$ cat config.mk
export PLATFORM = sky130hd
export DESIGN_NAME = dsp_mac_seq
export DESIGN_NICKNAME = d
export VERILOG_FILES = /design/src/rtl/dsp_mac_seq.sv
export SDC_FILE = /design/constraint.sdc
export NUM_CORES = 1
export LEC_CHECK = 0
export CORE_ASPECT_RATIO = 0.8
export CORE_MARGIN = 2
export CORE_UTILIZATION = 44
export DETAILED_ROUTE_END_ITERATION = 8
export GPL_TIMING_DRIVEN = 0
export HOLD_SLACK_MARGIN = 0.08
export PLACE_DENSITY_LB_ADDON = 0.15
export SLEW_MARGIN = 25
export SYNTH_ARGS = -nofsm -noshare
export SYNTH_HDL_FRONTEND = slang
export SYNTH_SLANG_ARGS = --single-unit
$ cat constraint.sdc
create_clock -name CLK -period 4.67 [get_ports CLK]
set_clock_uncertainty 0.1 [all_clocks]
set_input_delay 0.7005 -clock CLK [delete_from_list [all_inputs] [get_ports CLK]]
set_output_delay 0.7005 -clock CLK [all_outputs]
set_load 0.005 [all_outputs]
$ cat src/rtl/dsp_mac_seq.sv
// dsp_mac_seq: streaming dot-product sequencer acting as initiator for one DSP48A1 slice.
// Issues A/B and per-beat OPMODE, waits out the slice latency, then returns the P sum.
module dsp_mac_seq #(
  parameter int OPM_DLY = 1,
  parameter int DSP_LAT = 4
) (
  input  logic               CLK,
  input  logic               RST_N,
  input  logic               s_valid,
  output logic               s_ready,
  input  logic signed [17:0] s_a,
  input  logic signed [17:0] s_b,
  input  logic               s_last,
  output logic signed [17:0] A,
  output logic signed [17:0] B,
  output logic        [17:0] D,
  output logic        [47:0] C,
  output logic               CARRYIN,
  output logic        [7:0]  OPMODE,
  output logic               CE,
  input  logic        [47:0] P,
  output logic               m_valid,
  input  logic               m_ready,
  output logic        [47:0] m_data,
  output logic        [15:0] m_count
);

  localparam int            CW         = (DSP_LAT > 1) ? $clog2(DSP_LAT) : 1;
  localparam logic [CW-1:0] DRAIN_LOAD = CW'(DSP_LAT - 1);

  localparam logic [7:0] OPM_ZERO  = 8'h00;
  localparam logic [7:0] OPM_FIRST = 8'h01;
  localparam logic [7:0] OPM_ACC   = 8'h09;
  localparam logic [7:0] OPM_HOLD  = 8'h08;

  typedef enum logic [1:0] {
    ST_IDLE  = 2'd0,
    ST_ACCUM = 2'd1,
    ST_DRAIN = 2'd2,
    ST_OUT   = 2'd3
  } state_e;

  state_e                  state_q, state_d;
  logic                    s_ready_q, s_ready_d;
  logic signed [17:0]      a_q, a_d;
  logic signed [17:0]      b_q, b_d;
  // Stage 0 is aligned with A/B; stage OPM_DLY drives OPMODE.
  logic [OPM_DLY:0][7:0]   opm_q, opm_d;
  logic [7:0]              beat_opm_s;
  logic                    accept_s;
  logic [CW-1:0]           cnt_q, cnt_d;
  logic [15:0]             pairs_q, pairs_d;
  logic                    m_valid_q, m_valid_d;
  logic [47:0]             m_data_q, m_data_d;
  logic [15:0]             m_count_q, m_count_d;
  logic                    ce_q, ce_d;

  assign accept_s = s_valid && s_ready_q;

  // Next-state, beat opcode and result capture.
  always_comb begin
    state_d    = state_q;
    a_d        = 18'sd0;
    b_d        = 18'sd0;
    beat_opm_s = OPM_HOLD;
    cnt_d      = cnt_q;
    pairs_d    = pairs_q;
    m_valid_d  = m_valid_q;
    m_data_d   = m_data_q;
    m_count_d  = m_count_q;
    ce_d       = 1'b1;

    if (accept_s) begin
      a_d = s_a;
      b_d = s_b;
      if (state_q == ST_IDLE) begin
        pairs_d = 16'd1;
      end else if (pairs_q != 16'hFFFF) begin
        pairs_d = pairs_q + 16'd1;
      end else begin
        pairs_d = pairs_q;
      end
    end else begin
      pairs_d = pairs_q;
    end

    case (state_q)
      ST_IDLE: begin
        if (accept_s) begin
          beat_opm_s = OPM_FIRST;
          if (s_last) begin
            state_d = ST_DRAIN;
            cnt_d   = DRAIN_LOAD;
          end else begin
            state_d = ST_ACCUM;
          end
        end else begin
          beat_opm_s = OPM_ZERO;
        end
      end
      ST_ACCUM: begin
        if (accept_s) begin
          beat_opm_s = OPM_ACC;
          if (s_last) begin
            state_d = ST_DRAIN;
            cnt_d   = DRAIN_LOAD;
          end else begin
            state_d = ST_ACCUM;
          end
        end else begin
          beat_opm_s = OPM_HOLD;
        end
      end
      ST_DRAIN: begin
        // P for the last beat is stable once the counter has run down.
        if (cnt_q == '0) begin
          state_d   = ST_OUT;
          m_valid_d = 1'b1;
          m_data_d  = P;
          m_count_d = pairs_q;
        end else begin
          cnt_d = cnt_q - CW'(1);
        end
      end
      ST_OUT: begin
        if (m_ready) begin
          m_valid_d = 1'b0;
          state_d   = ST_IDLE;
        end else begin
          state_d = ST_OUT;
        end
      end
      default: begin
        state_d = ST_IDLE;
      end
    endcase

    s_ready_d = (state_d == ST_IDLE) || (state_d == ST_ACCUM);

    opm_d[0] = beat_opm_s;
    for (int i = 1; i <= OPM_DLY; i++) begin
      opm_d[i] = opm_q[i-1];
    end
  end

  // State and output registers.
  always_ff @(posedge CLK or negedge RST_N) begin
    if (!RST_N) begin
      state_q   <= ST_IDLE;
      s_ready_q <= 1'b0;
      a_q       <= 18'sd0;
      b_q       <= 18'sd0;
      opm_q     <= {(OPM_DLY + 1){OPM_ZERO}};
      cnt_q     <= '0;
      pairs_q   <= 16'd0;
      m_valid_q <= 1'b0;
      m_data_q  <= 48'd0;
      m_count_q <= 16'd0;
      ce_q      <= 1'b0;
    end else begin
      state_q   <= state_d;
      s_ready_q <= s_ready_d;
      a_q       <= a_d;
      b_q       <= b_d;
      opm_q     <= opm_d;
      cnt_q     <= cnt_d;
      pairs_q   <= pairs_d;
      m_valid_q <= m_valid_d;
      m_data_q  <= m_data_d;
      m_count_q <= m_count_d;
      ce_q      <= ce_d;
    end
  end

  assign s_ready = s_ready_q;
  assign A       = a_q;
  assign B       = b_q;
  assign D       = 18'd0;
  assign C       = 48'd0;
  assign CARRYIN = 1'b0;
  assign OPMODE  = opm_q[OPM_DLY];
  assign CE      = ce_q;
  assign m_valid = m_valid_q;
  assign m_data  = m_data_q;
  assign m_count = m_count_q;

endmodule

Word-level counts from Yosys, hierarchy flattened

Cells that the tools add are included.

Register bits: 139
Input port bits: 89
Word-level logic and storage cells: 56

Eq/ne operators: 10
Muxes and demuxes: 19
Add/sub/neg operators: 2
Reduce and logical (&&, ||, !) cells: 13

Operator list:

| cell                                                 | number |
|---|---|
| two-way mux 18 bit                                   | 2 |
| two-way mux 16 bit                                   | 2 |
| adder 16 x 1 -> 16 bit (second input constant)       | 1 |
| != test 16 bit (second input constant)               | 1 |
| two-way mux 2 bit                                    | 7 |
| one-hot mux 4 bit (2 select lines)                   | 1 |
| zero test 2 bit                                      | 3 |
| != test 2 bit (second input constant)                | 3 |
| one-hot mux 2 bit (3 select lines)                   | 1 |
| nonzero test 2 bit                                   | 3 |
| equality test 2 x 1 -> 1 bit (second input constant) | 2 |
| equality test 2 bit (second input constant)          | 2 |
| two-way mux 1 bit                                    | 4 |
| != test 2 x 1 -> 1 bit (second input constant)       | 2 |
| one-hot mux 2 bit (2 select lines)                   | 1 |
| AND reduction 2 bit                                  | 2 |
| AND reduction 4 bit                                  | 1 |
| AND reduction 3 bit                                  | 1 |
| one-hot mux 1 bit (2 select lines)                   | 1 |
| OR reduction 2 bit                                   | 1 |
| subtractor 2 x 1 -> 2 bit (second input constant)    | 1 |
| logical AND 1 bit                                    | 1 |
| logical OR 1 bit                                     | 1 |

Logic depth before layout (Yosys ltp)

Gate-level depths: netlist of the first run.

Word-level depth: 5
Depth in mapped cells: 7

Least setup slack after synthesis of the first run

No wires, ideal clock.

Path type: input-to-reg
From: input s_valid
To: register pairs_q[15]
Setup time: 0.127 ns
Arrival time: 1.805 ns
Path slack: 2.638 ns
Stages on the path: 6
Path through: and2_2 > clkbuf_1 > nand2_1 > clkbuf_1 > nor3_1 > a221o_2

Longest elaborated chain between the ends: 2

Ends and longest elaborated chain:

| element                              | line | text |
|---|---|---|
| start, declared                      | 9    | `input logic s_valid,` |
| logical AND 1 bit                    | 58   | `assign accept_s = s_valid && s_ready_q;` |
| AND reduction 2 bit (no source line) | n/a  |  |
| end signal, assigned                 | 167  | `pairs_q <= pairs_d;` |
| end, declared                        | 52   | `logic [15:0] pairs_q, pairs_d;` |

Every way passes these cells.
A chain may end at the register's enable or synchronous reset.

Worst setup path in the final report of the first run

From: input s_valid
To: register pairs_q[2]

The elaborated chain is that of the path after synthesis.

==> impl_metrics.tcl, run 1 <==
set metrics [dict create \
    outcome "finished, final reports clean" \
    layout.filler_cells 899 \
    post_route_cells_drive_above_1_share_pct 26.6 \
    io_buffers 193 \
    regToRegSetupSlack_ns 2.30 \
    top_delay_family_on_crit_path "buffers and inverters" \
    max_freq_mhz 420 \
    fp.dieW_um 129 \
    dp.final_hpwl_um 9960 \
    first_pass_grt_wire_length_um 21000 \
    synth_async_sr_flop_share_pct 100 \
    mostFrequentLayoutCell "sky130_fd_sc_hd__clkdlybuf4s50_1" \
    slew_headroom_pct 55.1 \
    core.rowCount 36 \
    synth-seq-area-share_pct 58.0 \
    layout.core_utilization_pct 69.9 \
    final_period_minus_worst_setup_slack_ns 2.38 \
    critPathMaxFanout 10 \
    timing.hold.worst.class "in2async" \
    placedInstanceArea_um2 7900 \
    routed-via-count 4064 \
    antenna_found_initial 0 \
    synth_top_flop_cell "sky130_fd_sc_hd__dfrtp_1" \
    ys.warnings.count 0 \
    ir_drop_v 0.000303 \
    drt_first_iter_violations 267 \
    post-route-period-util_pct 51.0 \
    cts_setup_buffers 0 \
    syn_inst 436 \
    pwr_density_cell_nw_per_um2 511 \
    synth.ff_latch_count 127 \
    crit-reg2reg-launch "pairs_q[0]$_DFFE_PN0P_" \
    slew_violations 0 \
    critical_path_class "in2reg" \
    gp_routability_congestion 0.891 \
    max-clock-path-buffers 2 \
    tritoncts.num_buffers 17 \
    overflow_left_after_global_routing 0 \
    worst_ep_arrival_time_ns 2.63 \
    design.portCount 267 \
    grt_start_max_net_pins 66 \
    critical_path_startpoint_category "input pin" \
    timing.max_cap.violations 0 \
    cts_htree_levels 4 \
    slowest_delay_ns 0.47 \
    grt.total_usage_pct 20.2 \
    number_of_synthesized_flops_with_an_enable_pin 0 \
    hold_ws_ns 0.115 \
    final_setup_violations 0 \
    hold_viol 0 \
    route.detailed.drc 0 \
    rr_endpoint "pairs_q[4]$_DFFE_PN0P_" \
    worst_setup_path_end_kind "register" \
    route.detailed.vias_per_inst 4.59 \
    post_drt_wl_per_cell_um 15.3 \
    worst_path_max_delay_cell "sky130_fd_sc_hd__clkdlybuf4s50_1" \
    synth_area_per_cell_um2 12.6 \
    dp_cells 854 \
    floorplan.die_area_um2 13400 \
    clock_tree.root_cell "sky130_fd_sc_hd__clkbuf_16" \
    worst-path-buf-inv 3 \
    post_detailed_routing_wire_length_um 13500 \
    final_net_count 812 \
    numClockSinks 127 \
    clk_latency_ns 0.40 \
    synth_cell_type_count 39 \
    wp_data_required_ns 4.91 \
    antenna_cells 0 \
    critPathMostFrequentCell "sky130_fd_sc_hd__clkbuf_1" \
    setup_repair_after_global_routing_missed_its_margin "false" \
    ctsHoldBuffers 0 \
    netlist_area_pre_place_um2 5480 \
    r2r.worst_path.cells 6 \
    postLayoutCellArea_um2 8500 \
    timing.critical_path.cells "clkdlybuf4s50_1 -> and2_2 -> clkbuf_1 -> nand2_1 -> clkbuf_1 -> nor3b_1 -> o22a_2" \
    mostFrequentLayoutCells "sky130_fd_sc_hd__clkdlybuf4s50_1, sky130_fd_sc_hd__dfrtp_1, sky130_fd_sc_hd__conb_1" \
    layout-area-overhead-vs-synth_pct 55.2 \
    final_cell_count_without_fillers 885 \
    floorplan.initialDensity_pct 45.0 \
    detail-route-antenna-nets 0 \
    die_height_um 104 \
    postCtsResizedCells 0 \
    drt_pass1_iterations 4 \
    cts_tree "done" \
    grt_pass1_vias 3911 \
    cellLeakagePower_nw 4.02 \
    core_area_um2 12200 \
    worst_setup_hold_path_clk_slew_ns 0.06 \
    worst-slew-pin-transition_ns 0.674 \
]
-- cells by family (layout without fill, tap and decap cells) --
group | Yosys count | in the layout | synth area share [%]
flip-flops | 127 | 127 | 58.0
multiplexers | 63 | 63 | 12.9
AND/OR/NAND/NOR | 102 | 102 | 10.5
AO/OA/AOI/OAI | 38 | 38 | 5.53
XOR/XNOR | 1 | 1 | 0.160
adder cells (fa/ha/maj) | 2 | 2 | 0.457
other | 2 | 74 | 0.137
buffers and inverters | 101 | 326 | 12.3
-- flip-flops by register name, summed over array words and instances, names as in the netlist, named ones only --
signal,count
pairs_q,16
B,18
OPMODE,2
m_valid,1
m_count,16
s_ready,1
state_q,1
opm_d,2
CE,1
A,18
m_data,48
cnt_q,2
-- cell usage after synthesis (2+ instances only) --
cell	number	share of area, %
sky130_fd_sc_hd__nand4_1	4	0.46
sky130_fd_sc_hd__nand2_1	21	1.4
sky130_fd_sc_hd__and3_1	38	4.3
sky130_fd_sc_hd__nor2_1	5	0.34
sky130_fd_sc_hd__or2_2	2	0.23
sky130_fd_sc_hd__nand3_1	7	0.64
sky130_fd_sc_hd__nor3b_1	3	0.41
sky130_fd_sc_hd__inv_1	6	0.41
sky130_fd_sc_hd__a22oi_1	2	0.27
sky130_fd_sc_hd__dfrtp_1	127	58
sky130_fd_sc_hd__mux2_2	62	13
sky130_fd_sc_hd__buf_6	2	0.41
sky130_fd_sc_hd__conb_1	2	0.14
sky130_fd_sc_hd__o22a_2	11	2.0
sky130_fd_sc_hd__o21ai_0	14	1.3
sky130_fd_sc_hd__nor4_1	2	0.23
sky130_fd_sc_hd__buf_2	5	0.46
sky130_fd_sc_hd__clkbuf_1	15	1.0
sky130_fd_sc_hd__buf_4	73	10
sky130_fd_sc_hd__ha_1	2	0.46
sky130_fd_sc_hd__o31ai_1	2	0.27
sky130_fd_sc_hd__a21bo_2	3	0.55
sky130_fd_sc_hd__nor3_1	11	1.0
sky130_fd_sc_hd__nand3b_1	2	0.27
-- layout make-up --
type                       count  area [um2]  share of cell area [%]
multi-input combinational    280        1900                    22.3
clock inverter                10         138                    1.62
inverter                       6        22.5                   0.265
tap                          152         190                    2.24
clock buffer                  21         460                    5.42
sequential                   127        3180                    37.4
buffer                        95         652                    7.67
timing repair buffer         194        1960                    23.1
-- how the worst max path moves through the flow --
stage,from,endpoint,depth (start not counted)
final,s_valid,pairs_q[2]$_DFFE_PN0P_,7
after global placement,RST_N,m_count[6]$_DFFE_PN0P_,1
after CTS,s_valid,pairs_q[15]$_DFFE_PN0P_,7
after floorplan,s_valid,pairs_q[15]$_DFFE_PN0P_,6
after global routing,s_valid,pairs_q[2]$_DFFE_PN0P_,7
after detailed placement,s_valid,pairs_q[15]$_DFFE_PN0P_,7
-- worst register-to-register path: cells and delay by family (launching register included) --
family | cells | cell delay (ns)
AO/OA/AOI/OAI | 1 | 0.24
flip-flops | 1 | 0.46
buffers and inverters | 1 | 0.34
adder cells (fa/ha/maj) | 1 | 0.31
AND/OR/NAND/NOR | 3 | 0.80
-- report_power, final --
part           leakage [nW]  internal [mW]  switching, mW
registers              1.60           1.44          0.185
clock network         0.277          0.862          0.467
logic                  2.14          0.883          0.513
total                  4.02           3.18           1.16
-- stage by stage --
step	setup WS, ns	power (mW)	setup TNS [ns]
after floorplan	2.64	2.18	0
after global placement	-2.03	2.98	-257.68
after detailed placement	1.94	3.04	0
after CTS	2.33	4.38	0
after global routing	2.15	4.58	0
final	2.29	4.35	0
-- routing by layer --
layer / GRT usage [%] / wire [um] / share of wire (%)
met5: 0 / 0 / 0
met4: 7.22 / 291 / 2.2
met3: 5.58 / 932 / 6.9
met2: 33.3 / 6750 / 50
met1: 25.6 / 5520 / 41
Note: power is estimated with default switching activity, not from simulation.
==> run 2: changes to the inputs <==
--- a/config.mk
+++ b/config.mk
@@ -7,7 +7,7 @@
 export LEC_CHECK = 0
 export CORE_ASPECT_RATIO = 0.8
 export CORE_MARGIN = 2
-export CORE_UTILIZATION = 44
+export CORE_UTILIZATION = 37
 export DETAILED_ROUTE_END_ITERATION = 8
 export GPL_TIMING_DRIVEN = 0
 export HOLD_SLACK_MARGIN = 0.08
==> constraint.sdc (replaced) <==
create_clock -name CLK -period 2 [get_ports CLK]
set_clock_uncertainty 0.1 [all_clocks]
set_input_delay 0.3 -clock CLK [delete_from_list [all_inputs] [get_ports CLK]]
set_output_delay 0.3 -clock CLK [all_outputs]
set_load 0.005 [all_outputs]
==> run 2 against run 1 <==
The run now ends with DRC left; setup slack worse by 2.2 ns; non-clock buffer count is 9 higher; sequential share of layout area is 0.65 points lower; critical endpoint is now pairs_q[15]$_DFFE_PN0P_.
==> impl_metrics.tcl, run 2 (synthesized netlist as in run 1, its figures left out) <==
set metrics [dict create \
    outcome "finished, violations left" \
    violations_in_the_final_reports "DRC" \
    core_area_um2 14400 \
    postLayoutCellArea_um2 8660 \
    grt.total_usage_pct 17.5 \
    pwr-share-seq_pct 37.3 \
    antenna_found_initial 0 \
    fp.dieW_um 140 \
    gp_routability_congestion 0.852 \
    post_detailed_routing_wire_length_um 13500 \
    first_pass_grt_wire_length_um 21700 \
    max_freq_mhz 515 \
    timing.critical_path.cells "nand4_1 -> or4_2 -> a221o_2" \
    dp_cells 886 \
    grt_pass1_vias 4192 \
    layout.filler_cells 1130 \
    cts_tree "done" \
    comb_power_share_pct 33.0 \
    worst_ep_arrival_time_ns 2.13 \
    io_buffers 193 \
    clock_tree.root_cell "sky130_fd_sc_hd__clkbuf_16" \
    worst-slew-pin-transition_ns 0.516 \
    slew_violations 0 \
    overflow_left_after_global_routing 0 \
    crit_start "pairs_q[9]$_DFFE_PN0P_" \
    detail-route-antenna-nets 0 \
    cellInternalPower_mw 7.40 \
    grt_start_max_net_pins 81 \
    wp_data_required_ns 2.19 \
    setup_repair_after_global_routing_missed_its_margin "false" \
    floorplan.initialDensity_pct 38.1 \
    route.detailed.drc 20 \
    post-route-period-util_pct 97.1 \
    slew_headroom_pct 65.6 \
    min_from "opm_d[8]$_DFF_PN0_" \
    clk_latency_ns 0.41 \
    core.rowCount 39 \
    worst_setup_path_end_kind "register" \
    critical_path_startpoint_category "register" \
    final_setup_violations 0 \
    mostFrequentLayoutCell "sky130_fd_sc_hd__clkdlybuf4s50_1" \
    routed-via-count 4160 \
    pwr_density_cell_nw_per_um2 1180 \
    largest_register_ffs 48 \
    cellLeakagePower_nw 4.08 \
    power.share.switching_pct 27.3 \
    ir_drop_v 0.000683 \
    setup-tns-final_ns 0 \
    placedInstanceArea_um2 7940 \
    drt_first_iter_violations 214 \
    timing.max_cap.violations 0 \
    cts_htree_levels 4 \
    numClockSinks 127 \
    switchingPower_mw 2.79 \
    worst_setup_hold_path_clk_slew_ns 0.06 \
    design.portCount 267 \
    antenna_cells 0 \
    power.clock.fraction_pct 29.7 \
    post_drt_wl_per_cell_um 14.6 \
    post-layout-total-power_mw 10.2 \
    post_route_cells_drive_above_1_share_pct 28.9 \
    timing.hold.worst.class "reg2reg" \
    mostFrequentLayoutCells "sky130_fd_sc_hd__clkdlybuf4s50_1, sky130_fd_sc_hd__dfrtp_1, sky130_fd_sc_hd__buf_4" \
    worst_path_max_delay_cell "sky130_fd_sc_hd__or4_2" \
    floorplan.die_area_um2 15800 \
    final_period_minus_worst_setup_slack_ns 1.94 \
    slowest_delay_ns 0.72 \
    final_net_count 821 \
    dp.final_hpwl_um 9830 \
    max-clock-path-buffers 2 \
    drt_pass1_iterations 9 \
    critical_path_class "reg2reg" \
    tritoncts.num_buffers 17 \
    layout-area-overhead-vs-synth_pct 58.1 \
    route.detailed.vias_per_inst 4.49 \
    die_height_um 113 \
    critPathMaxFanout 6 \
    hold_viol 0 \
    crit-reg2reg-launch "pairs_q[9]$_DFFE_PN0P_" \
    hold_ws_ns 0.247 \
    final_cell_count_without_fillers 927 \
]
run 2: final cells by class:
| class | instances | area, um2 | area share [%] |
|---|---|---|---|
| inverters | 6 | 22.5 | 0.260 |
| well taps | 184 | 230 | 2.66 |
| multi-input cells | 280 | 1930 | 22.3 |
| flip-flops and latches | 127 | 3180 | 36.7 |
| clock inverters | 12 | 135 | 1.56 |
| plain buffers | 95 | 669 | 7.73 |
| clock buffers | 20 | 457 | 5.27 |
| repair buffers | 203 | 2040 | 23.5 |
run 2: timing repair:
action / 4_1_cts / 5_1_grt
hold buffers: 1 / 0
cloned: 1 / 0
setup buffers: 5 / 2
endpoints found under the hold margin: 47 / 0
pin swaps: 1 / 2
setup endpoints to repair: 60 / 49
gates resized for setup: 8 / 14
run 2: layer usage:
metal | share of wire, % | vias to the layer above | global-route usage (%)
li1 | - | 1959 | -
met1 | 41 | 1962 | 21.8
met2 | 47 | 220 | 27.9
met3 | 10 | 19 | 6.43
met4 | 2.0 | 0 | 7.41
met5 | 0 | - | 0
run 2: final timing paths:
check                                          end  slack, ns  depth (start not counted)
max                        pairs_q[15]$_DFFE_PN0P_       0.06                          3
min                            OPMODE[0]$_DFF_PN0_       0.25                          0
max reg2reg                pairs_q[15]$_DFFE_PN0P_       0.06                          3
min reg2reg                    OPMODE[0]$_DFF_PN0_       0.25                          0
max in group asynchronous   pairs_q[4]$_DFFE_PN0P_       0.78                          3
min in group asynchronous          B[16]$_DFF_PN0_       0.29                          2
run 2: critical path, delay by kind of cell (launching register included):
| family | cells | cell delay, ns |
|---|---|---|
| simple gates | 2 | 0.94 |
| flops | 1 | 0.44 |
| compound gates | 1 | 0.34 |
run 2: per-stage QoR:
stage	utilization, %	setup slack, ns
3_5_place_dp	55.2	-0.341
2_1_floorplan	-	0.0802
3_3_place_gp	54.9	-4.31
6_report	60.2	0.0589
5_1_grt	60.2	0.00129
4_1_cts	59.8	0.00133
run 2: power groups by stage:
stage	Sequential (mW)	Combinational, mW	Clock, mW
after detailed placement	3.84	3.25	0
after global placement	3.79	3.17	0
after global routing	3.90	3.64	3.25
final	3.80	3.36	3.03
after CTS	3.78	3.35	3.11
after floorplan	3.83	1.26	0
